`config.mk`:
```
export PLATFORM = sky130hd
export DESIGN_NAME = tc_pwl_calc
export DESIGN_NICKNAME = d
export VERILOG_FILES = /design/src/rtl/tc_pwl_calc.sv
export SDC_FILE = /design/constraint.sdc
export NUM_CORES = 1
export LEC_CHECK = 0
export CORE_ASPECT_RATIO = 2
export CORE_UTILIZATION = 61
export DETAILED_ROUTE_END_ITERATION = 8
export PLACE_DENSITY_LB_ADDON = 0.05
export SLEW_MARGIN = 20
export SYNTH_ARGS = -nofsm -noshare
export SYNTH_HDL_FRONTEND = slang
export SYNTH_SLANG_ARGS = --single-unit
```
`constraint.sdc`:
```
create_clock -name i_clk -period 5.7 [get_ports i_clk]
set_input_delay 0.57 -clock i_clk [delete_from_list [all_inputs] [get_ports i_clk]]
set_output_delay 0.57 -clock i_clk [all_outputs]
set_load 0.03 [all_outputs]
```
`src/rtl/tc_pwl_calc.sv`:
```
// Piecewise-linear thermocouple linearizer: runtime-loadable slope/intercept
// table indexed by the code MSBs, plus signed cold-junction offset and clamp.
module tc_pwl_calc #(
  parameter int CODE_W   = 10,
  parameter int SEG_BITS = 2,
  parameter int SLOPE_W  = 12,
  parameter int OUT_W    = 20,
  parameter int CJ_W     = 16,
  parameter int TAG_W    = 2
) (
  input  logic                       i_clk,
  input  logic                       i_rst,
  input  logic                       i_valid,
  output logic                       o_ready,
  input  logic [CODE_W-1:0]          i_code,
  input  logic signed [CJ_W-1:0]     i_cj,
  input  logic [TAG_W-1:0]           i_tag,
  output logic                       o_valid,
  input  logic                       i_ready,
  output logic [OUT_W-1:0]           o_temp,
  output logic [TAG_W-1:0]           o_tag,
  output logic                       o_sat,
  input  logic                       i_cfg_we,
  input  logic                       i_cfg_sel,
  input  logic [SEG_BITS-1:0]        i_cfg_addr,
  input  logic [OUT_W-1:0]           i_cfg_data
);

  localparam int V_W    = CODE_W - SEG_BITS;
  localparam int NSEG   = 1 << SEG_BITS;
  localparam int PROD_W = SLOPE_W + V_W;
  localparam int SUM_W  = ((OUT_W > PROD_W) ? OUT_W : PROD_W) + 2;
  localparam logic signed [SUM_W-1:0] MAX_OUT = {{(SUM_W-OUT_W){1'b0}}, {OUT_W{1'b1}}};

  typedef enum logic [2:0] {S_IDLE, S_LOAD, S_MUL, S_SUM, S_OUT} state_t;

  state_t                     r_state;
  state_t                     w_next;
  logic                       w_accept;
  logic                       w_done;

  logic [SLOPE_W-1:0]         r_slope [NSEG];
  logic [OUT_W-1:0]           r_icpt  [NSEG];

  logic [SEG_BITS-1:0]        r_seg_p0;
  logic [V_W-1:0]             r_v_p0;
  logic signed [CJ_W-1:0]     r_cj_p0;
  logic [TAG_W-1:0]           r_tag_p0;
  logic [SLOPE_W-1:0]         r_slope_p1;
  logic [OUT_W-1:0]           r_icpt_p1;
  logic [PROD_W-1:0]          r_prod_p2;
  logic signed [SUM_W-1:0]    w_sum;

  logic                       r_vld;
  logic [OUT_W-1:0]           r_temp;
  logic [TAG_W-1:0]           r_tag;
  logic                       r_sat;

  // Returns {sat, clamped value}; negative sums clamp to zero, overflow to all ones.
  function automatic logic [OUT_W:0] sat_out(input logic signed [SUM_W-1:0] s);
    if (s[SUM_W-1])
      return {1'b1, {OUT_W{1'b0}}};
    else if (s > MAX_OUT)
      return {1'b1, {OUT_W{1'b1}}};
    else
      return {1'b0, s[OUT_W-1:0]};
  endfunction

  always_ff @(posedge i_clk) begin
    if (i_rst) r_state <= S_IDLE;
    else       r_state <= w_next;
  end

  always_comb begin
    w_next = r_state;
    case (r_state)
      S_IDLE:  if (i_valid) w_next = S_LOAD;
      S_LOAD:  w_next = S_MUL;
      S_MUL:   w_next = S_SUM;
      S_SUM:   w_next = S_OUT;
      S_OUT:   if (i_ready) w_next = S_IDLE;
      default: w_next = S_IDLE;
    endcase
  end

  always_comb begin
    o_ready  = (r_state == S_IDLE);
    w_accept = (r_state == S_IDLE) && i_valid;
    w_done   = (r_state == S_OUT) && i_ready;
  end

  // Table writes land on the edge, so a LOAD on the same edge sees the old entry.
  always_ff @(posedge i_clk) begin
    if (i_rst) begin
      for (int k = 0; k < NSEG; k++) begin
        r_slope[k] <= '0;
        r_icpt[k]  <= '0;
      end
    end else if (i_cfg_we) begin
      if (i_cfg_sel) r_icpt[i_cfg_addr]  <= i_cfg_data;
      else           r_slope[i_cfg_addr] <= i_cfg_data[SLOPE_W-1:0];
    end
  end

  // p0: request capture
  always_ff @(posedge i_clk) begin
    if (w_accept) begin
      r_seg_p0 <= i_code[CODE_W-1 -: SEG_BITS];
      r_v_p0   <= i_code[V_W-1:0];
      r_cj_p0  <= i_cj;
      r_tag_p0 <= i_tag;
    end
  end

  // p1: coefficient fetch
  always_ff @(posedge i_clk) begin
    if (r_state == S_LOAD) begin
      r_slope_p1 <= r_slope[r_seg_p0];
      r_icpt_p1  <= r_icpt[r_seg_p0];
    end
  end

  // p2: product
  always_ff @(posedge i_clk) begin
    if (r_state == S_MUL)
      r_prod_p2 <= PROD_W'(r_slope_p1) * PROD_W'(r_v_p0);
  end

  always_comb begin
    w_sum = $signed({{(SUM_W-OUT_W){1'b0}}, r_icpt_p1})
          + $signed({{(SUM_W-PROD_W){1'b0}}, r_prod_p2})
          + $signed({{(SUM_W-CJ_W){r_cj_p0[CJ_W-1]}}, r_cj_p0});
  end

  // Result register, held in OUT until the downstream handshake
  always_ff @(posedge i_clk) begin
    if (i_rst) begin
      r_vld  <= 1'b0;
      r_temp <= '0;
      r_tag  <= '0;
      r_sat  <= 1'b0;
    end else if (r_state == S_SUM) begin
      {r_sat, r_temp} <= sat_out(w_sum);
      r_tag           <= r_tag_p0;
      r_vld           <= 1'b1;
    end else if (w_done) begin
      r_vld <= 1'b0;
    end
  end

  assign o_valid = r_vld;
  assign o_temp  = r_temp;
  assign o_tag   = r_tag;
  assign o_sat   = r_sat;

endmodule

```
**Word level (Yosys, flattened, before mapping)**

Memory sizes are Yosys's and may differ from the RTL's. A register that Yosys moved wholly into a read port is not among the register bits.
Index checks and enable logic that the tools add are counted.

- Bits in registers: 75
- RAM bits: 128
- Bits of input ports: 56
- Output and inout bits: 25
- Logic and storage cells: 52
- Memories: 2

- $add $sub $neg: 2
- Multipliers: 1
- $lt $le $gt $ge: 1
- Equality and inequality tests: 6
- Mux-type cells: 23
- Reduce and logical (&&, ||, !) cells: 7

Memories:

| memory | words | width | read ports | clocked after memory_dff | wr ports | line | source |
|---|---|---|---|---|---|---|---|
| r_icpt | 4 | 20 | 1 | 1 | 4 | 43 | `logic [OUT_W-1:0] r_icpt [NSEG];` |
| r_slope | 4 | 12 | 1 | 1 | 4 | 42 | `logic [SLOPE_W-1:0] r_slope [NSEG];` |

Operators by type and width:

| kind | number |
|---|---|
| $mux W21 | 2 |
| $add A22 B16 Y22 | 1 |
| $gt A22 B21 Y1 const B | 1 |
| $add A20 B20 Y21 | 1 |
| $mul A12 B8 Y20 | 1 |
| $mux W20 | 1 |
| $reduce_or A20 Y1 | 1 |
| $pmux W3 S5 | 1 |
| $mux W1 | 14 |
| $mux W12 | 1 |
| $reduce_or A12 Y1 | 1 |
| $eq A3 B2 Y1 const B | 2 |
| $mux W3 | 2 |
| $mux W2 | 2 |
| $ne A2 B2 Y1 const B | 2 |
| $eq A3 B1 Y1 const B | 1 |
| $eq A3 B3 Y1 const B | 1 |
| $logic_not A3 Y1 | 1 |
| $logic_and A1 B1 Y1 | 2 |
| $reduce_and A2 Y1 | 1 |
| $reduce_bool A2 Y1 | 1 |

**Longest topological paths before layout**

- Depth after elaboration: 6
- Gate-level depth with buffers: 22
- Gate-level depth less buffers: 20

**Least setup slack after synthesis**

Ideal clock, no wire load.

- Path kind: reg-to-reg
- From: register r_v_p0[4]
- To: register r_prod_p2[19] (data pin)
- Data arrival time: 4.356 ns
- Data required time: 5.440 ns
- Setup slack: 1.084 ns
- Cell stages (with the launch flop): 18
- Buffers on the path: 1
- Cell sequence: edfxtp_1 clkbuf_1 and2_1 fa_1 fa_1 inv_1 fa_1 fa_1 inv_1 ha_1 o21a_1 o31a_1 o211ai_1 a21oi_1 nor3_1 o311ai_0 a21oi_1 xnor2_1

- Word-level cells in the longest chain between the ends: 1

RTL lines:

| what | line | source |
|---|---|---|
| start, declared | 46 | `logic [V_W-1:0] r_v_p0;` |
| start signal, assigned | 109 | `r_v_p0 <= i_code[V_W-1:0];` |
| $mul A12 B8 Y20 | 126 | `r_prod_p2 <= PROD_W'(r_slope_p1) * PROD_W'(r_v_p0);` |
| end signal, assigned | 126 |  |
| end, declared | 51 | `logic [PROD_W-1:0] r_prod_p2;` |

No other way between the ends.
A chain may end at the register's enable or synchronous reset.

**Worst setup path after layout**

- From: register r_v_p0[3]
- To: register r_prod_p2[18] (data pin)

The elaborated chain is that of the path after synthesis.

==> flow_metrics.tcl <==
set metrics [dict create \
    fill_cells 1637 \
    finalCritPeriodShare_pct 91.3 \
    powerDensity_nw_per_um2 452 \
    yosysSeqAreaShare_pct 48.6 \
    grt_use_total_pct 27.2 \
    cts_tree "yes" \
    start_util_pct 61.9 \
    required_ns 5.94 \
    hold_class "flip-flop to flip-flop" \
    grt_pass1_vias 9480 \
    die_area_um2 23500 \
    ctsHoldBuffers 0 \
    layout_common_cells "edfxtp_1 (208), and2_1 (184), nand2_1 (88), inv_1 (87), ha_1 (81)" \
    vias 8856 \
    cts_setup_buffers 0 \
    start_kind "flip-flop" \
    synth_seq_cells 235 \
    grt_start_max_net_pins 33 \
    die_x_um 109 \
    status "finished clean" \
    wirelength_um 30200 \
    finalMaxSlewViolations 0 \
    cts_max_level 1 \
    antenna_found_initial 0 \
    tightestPinTransition_ns 0.950 \
    ctsResizeCount 0 \
    setup_viol 0 \
    final_common_cell "edfxtp_1" \
    gr-total-overflow 0 \
    netlist_instances 1154 \
    max-vdd-ir-drop_mv 0.436 \
    wl_per_cell_um 19.8 \
    relSlewSlack_pct 36.7 \
    finClkSkew_ns 0.0120 \
    worstSkewPairLatency_ns 0.52 \
    synth_fp_nets 1353 \
    grt_pass1_wl_um 47900 \
    portBuffers 80 \
    die_h_um 216 \
    drtIter0Drc 372 \
    period_minus_slack_ns 5.21 \
    drt_drc_violations_left 0 \
    clk_pin_slew_worst_paths_ns 0.06 \
    hpwl_um 22800 \
    synth_edf_count 208 \
    cts_buffers 22 \
    async_flop_share_pct 0 \
    nets 1430 \
    synthFlopType "edfxtp_1" \
    clk_root_buffer_cell "clkbuf_16" \
    path_class "flip-flop to flip-flop" \
    max_freq_mhz 192 \
    cts_buffer_depth 3 \
    clkSinkCount 235 \
    n_antenna_cell 0 \
    yosysWarnings 0 \
    num_rows 78 \
    place_area_um2 15100 \
    postRouteAntennaNets 0 \
    drive_above_1_share_pct 8.03 \
    end_kind "flip-flop" \
    hold_viol_final 0 \
    synth_cell_types 65 \
    drt_first_pass_iters 5 \
    syn_to_final_growth_pct 13.1 \
    p_leak_nw 6.19 \
    vias_per_cell 5.80 \
    final_area_um2 15800 \
    io_pins 81 \
    netlist_area_um2 14000 \
    coreArea_um2 22500 \
    rsz0062_at_grt "no" \
    tns_ns 0 \
    gp_congestion 0.900 \
    critPathMaxFanout 12 \
    syn-mean-instance-area_um2 12.1 \
    maxCapViolations 0 \
    arrival_ns 5.45 \
]
==> power breakdown <==
group,switching [mW],internal [mW],total [mW]
Combinational,1.95,1.49,3.44
Clock,0.633,0.831,1.46
Sequential,0.0915,2.14,2.24
==> worst max-delay path, cell delays in order (launching register included) <==
cell	delay, ns
edfxtp_1	0.57
and2_1	0.26
fa_1	0.43
fa_1	0.55
inv_1	0.05
fa_1	0.46
fa_1	0.54
inv_1	0.04
ha_1	0.35
nand2_1	0.08
o211ai_1	0.16
o311ai_1	0.59
a311oi_1	0.19
o21a_1	0.24
o21a_1	0.21
nand3_1	0.10
o311ai_1	0.10
==> synth_stat cells (3+ instances only) <==
| library cell | number | share of area, % |
|---|---|---|
| ha_1 | 81 | 7.3 |
| nand3_1 | 17 | 0.61 |
| nand4_1 | 3 | 0.13 |
| a211oi_1 | 5 | 0.27 |
| o31a_1 | 4 | 0.25 |
| o31ai_1 | 4 | 0.22 |
| nor3_1 | 18 | 0.65 |
| and3_1 | 9 | 0.40 |
| buf_1 | 5 | 0.13 |
| or3_1 | 8 | 0.36 |
| nor2b_1 | 9 | 0.40 |
| o22ai_1 | 5 | 0.22 |
| dfxtp_1 | 27 | 3.9 |
| o211ai_1 | 4 | 0.22 |
| nor3b_1 | 7 | 0.38 |
| o21a_1 | 18 | 0.97 |
| nand2_1 | 88 | 2.4 |
| a311oi_1 | 3 | 0.19 |
| fa_1 | 62 | 8.9 |
| xnor2_1 | 34 | 2.1 |
| mux4_2 | 32 | 5.2 |
| or2_2 | 6 | 0.27 |
| a21oi_1 | 41 | 1.5 |
| and2_1 | 184 | 8.2 |
| nand2b_1 | 9 | 0.40 |
| nor2_1 | 48 | 1.3 |
| inv_1 | 87 | 2.3 |
| a21o_1 | 11 | 0.59 |
| a21boi_0 | 4 | 0.22 |
| o21ai_1 | 12 | 0.43 |
| a31oi_1 | 4 | 0.18 |
| clkbuf_1 | 30 | 0.81 |
| o21ai_0 | 21 | 0.75 |
| xor2_1 | 7 | 0.44 |
| edfxtp_1 | 208 | 45 |
==> final cells by class <==
class	count	area (um2)	share of cell area, %
flip-flops and latches	235	6790	43.0
multi-input cells	790	6700	42.5
well taps	280	350	2.22
inverters	88	330	2.09
clock inverters	12	119	0.753
clock buffers	27	591	3.74
repair buffers	94	906	5.74
==> path summary, 6_finish.rpt <==
kind                            slack (ns)  startpoint             to  cells past startpoint
worst max-delay path                  0.49   r_v_p0[3]  r_prod_p2[18]                     16
worst min-delay path                  0.44   o_temp[9]      o_temp[9]                      2
worst max register to register        0.49   r_v_p0[3]  r_prod_p2[18]                     16
worst min register to register        0.44   o_temp[9]      o_temp[9]                      2
==> registers in the layout (all words and copies together), names as in the netlist, 3 cells and up <==
signal      flops
r_v_p0          8
r_icpt         80
r_slope_p1     12
r_cj_p0        16
r_slope        48
r_state         3
r_icpt_p1      20
o_temp         20
r_prod_p2      20
==> layer usage <==
layer | up-vias | global-route usage, % | part of all wire (%)
met5 | - | 0 | 0
li1 | 4222 | - | -
met2 | 210 | 54.0 | 59
met4 | 0 | 13.4 | 4.6
met1 | 4338 | 26.2 | 33
met3 | 86 | 3.08 | 3.1
==> through the flow <==
step	setup WS [ns]	utilization [%]	total power, mW	cells	hold WS (ns)
after floorplan	1.08	-	4.92	1154	0.471
after global placement	0.725	66.9	5.62	1487	0.433
after detailed placement	0.645	66.9	5.69	1487	0.440
after CTS	0.583	70.0	7.16	1526	0.449
after global routing	0.334	70.0	7.62	1526	0.476
final	0.493	70.0	7.14	1526	0.444
==> logic make-up (layout without fill, tap and decap cells) <==
kind of cell / after synthesis / after routing / share of synthesized area, %
AOI/OAI and AO/OA: 157 / 157 / 7.59
DFF: 235 / 235 / 48.6
muxes: 32 / 32 / 5.16
xor gates and xnor gates: 42 / 42 / 2.69
and+or+nand+nor: 416 / 416 / 16.2
buffers and inverters: 129 / 221 / 3.61
adders and majority gates: 143 / 143 / 16.2
No activity file was read; power rests on OpenSTA's default activity.
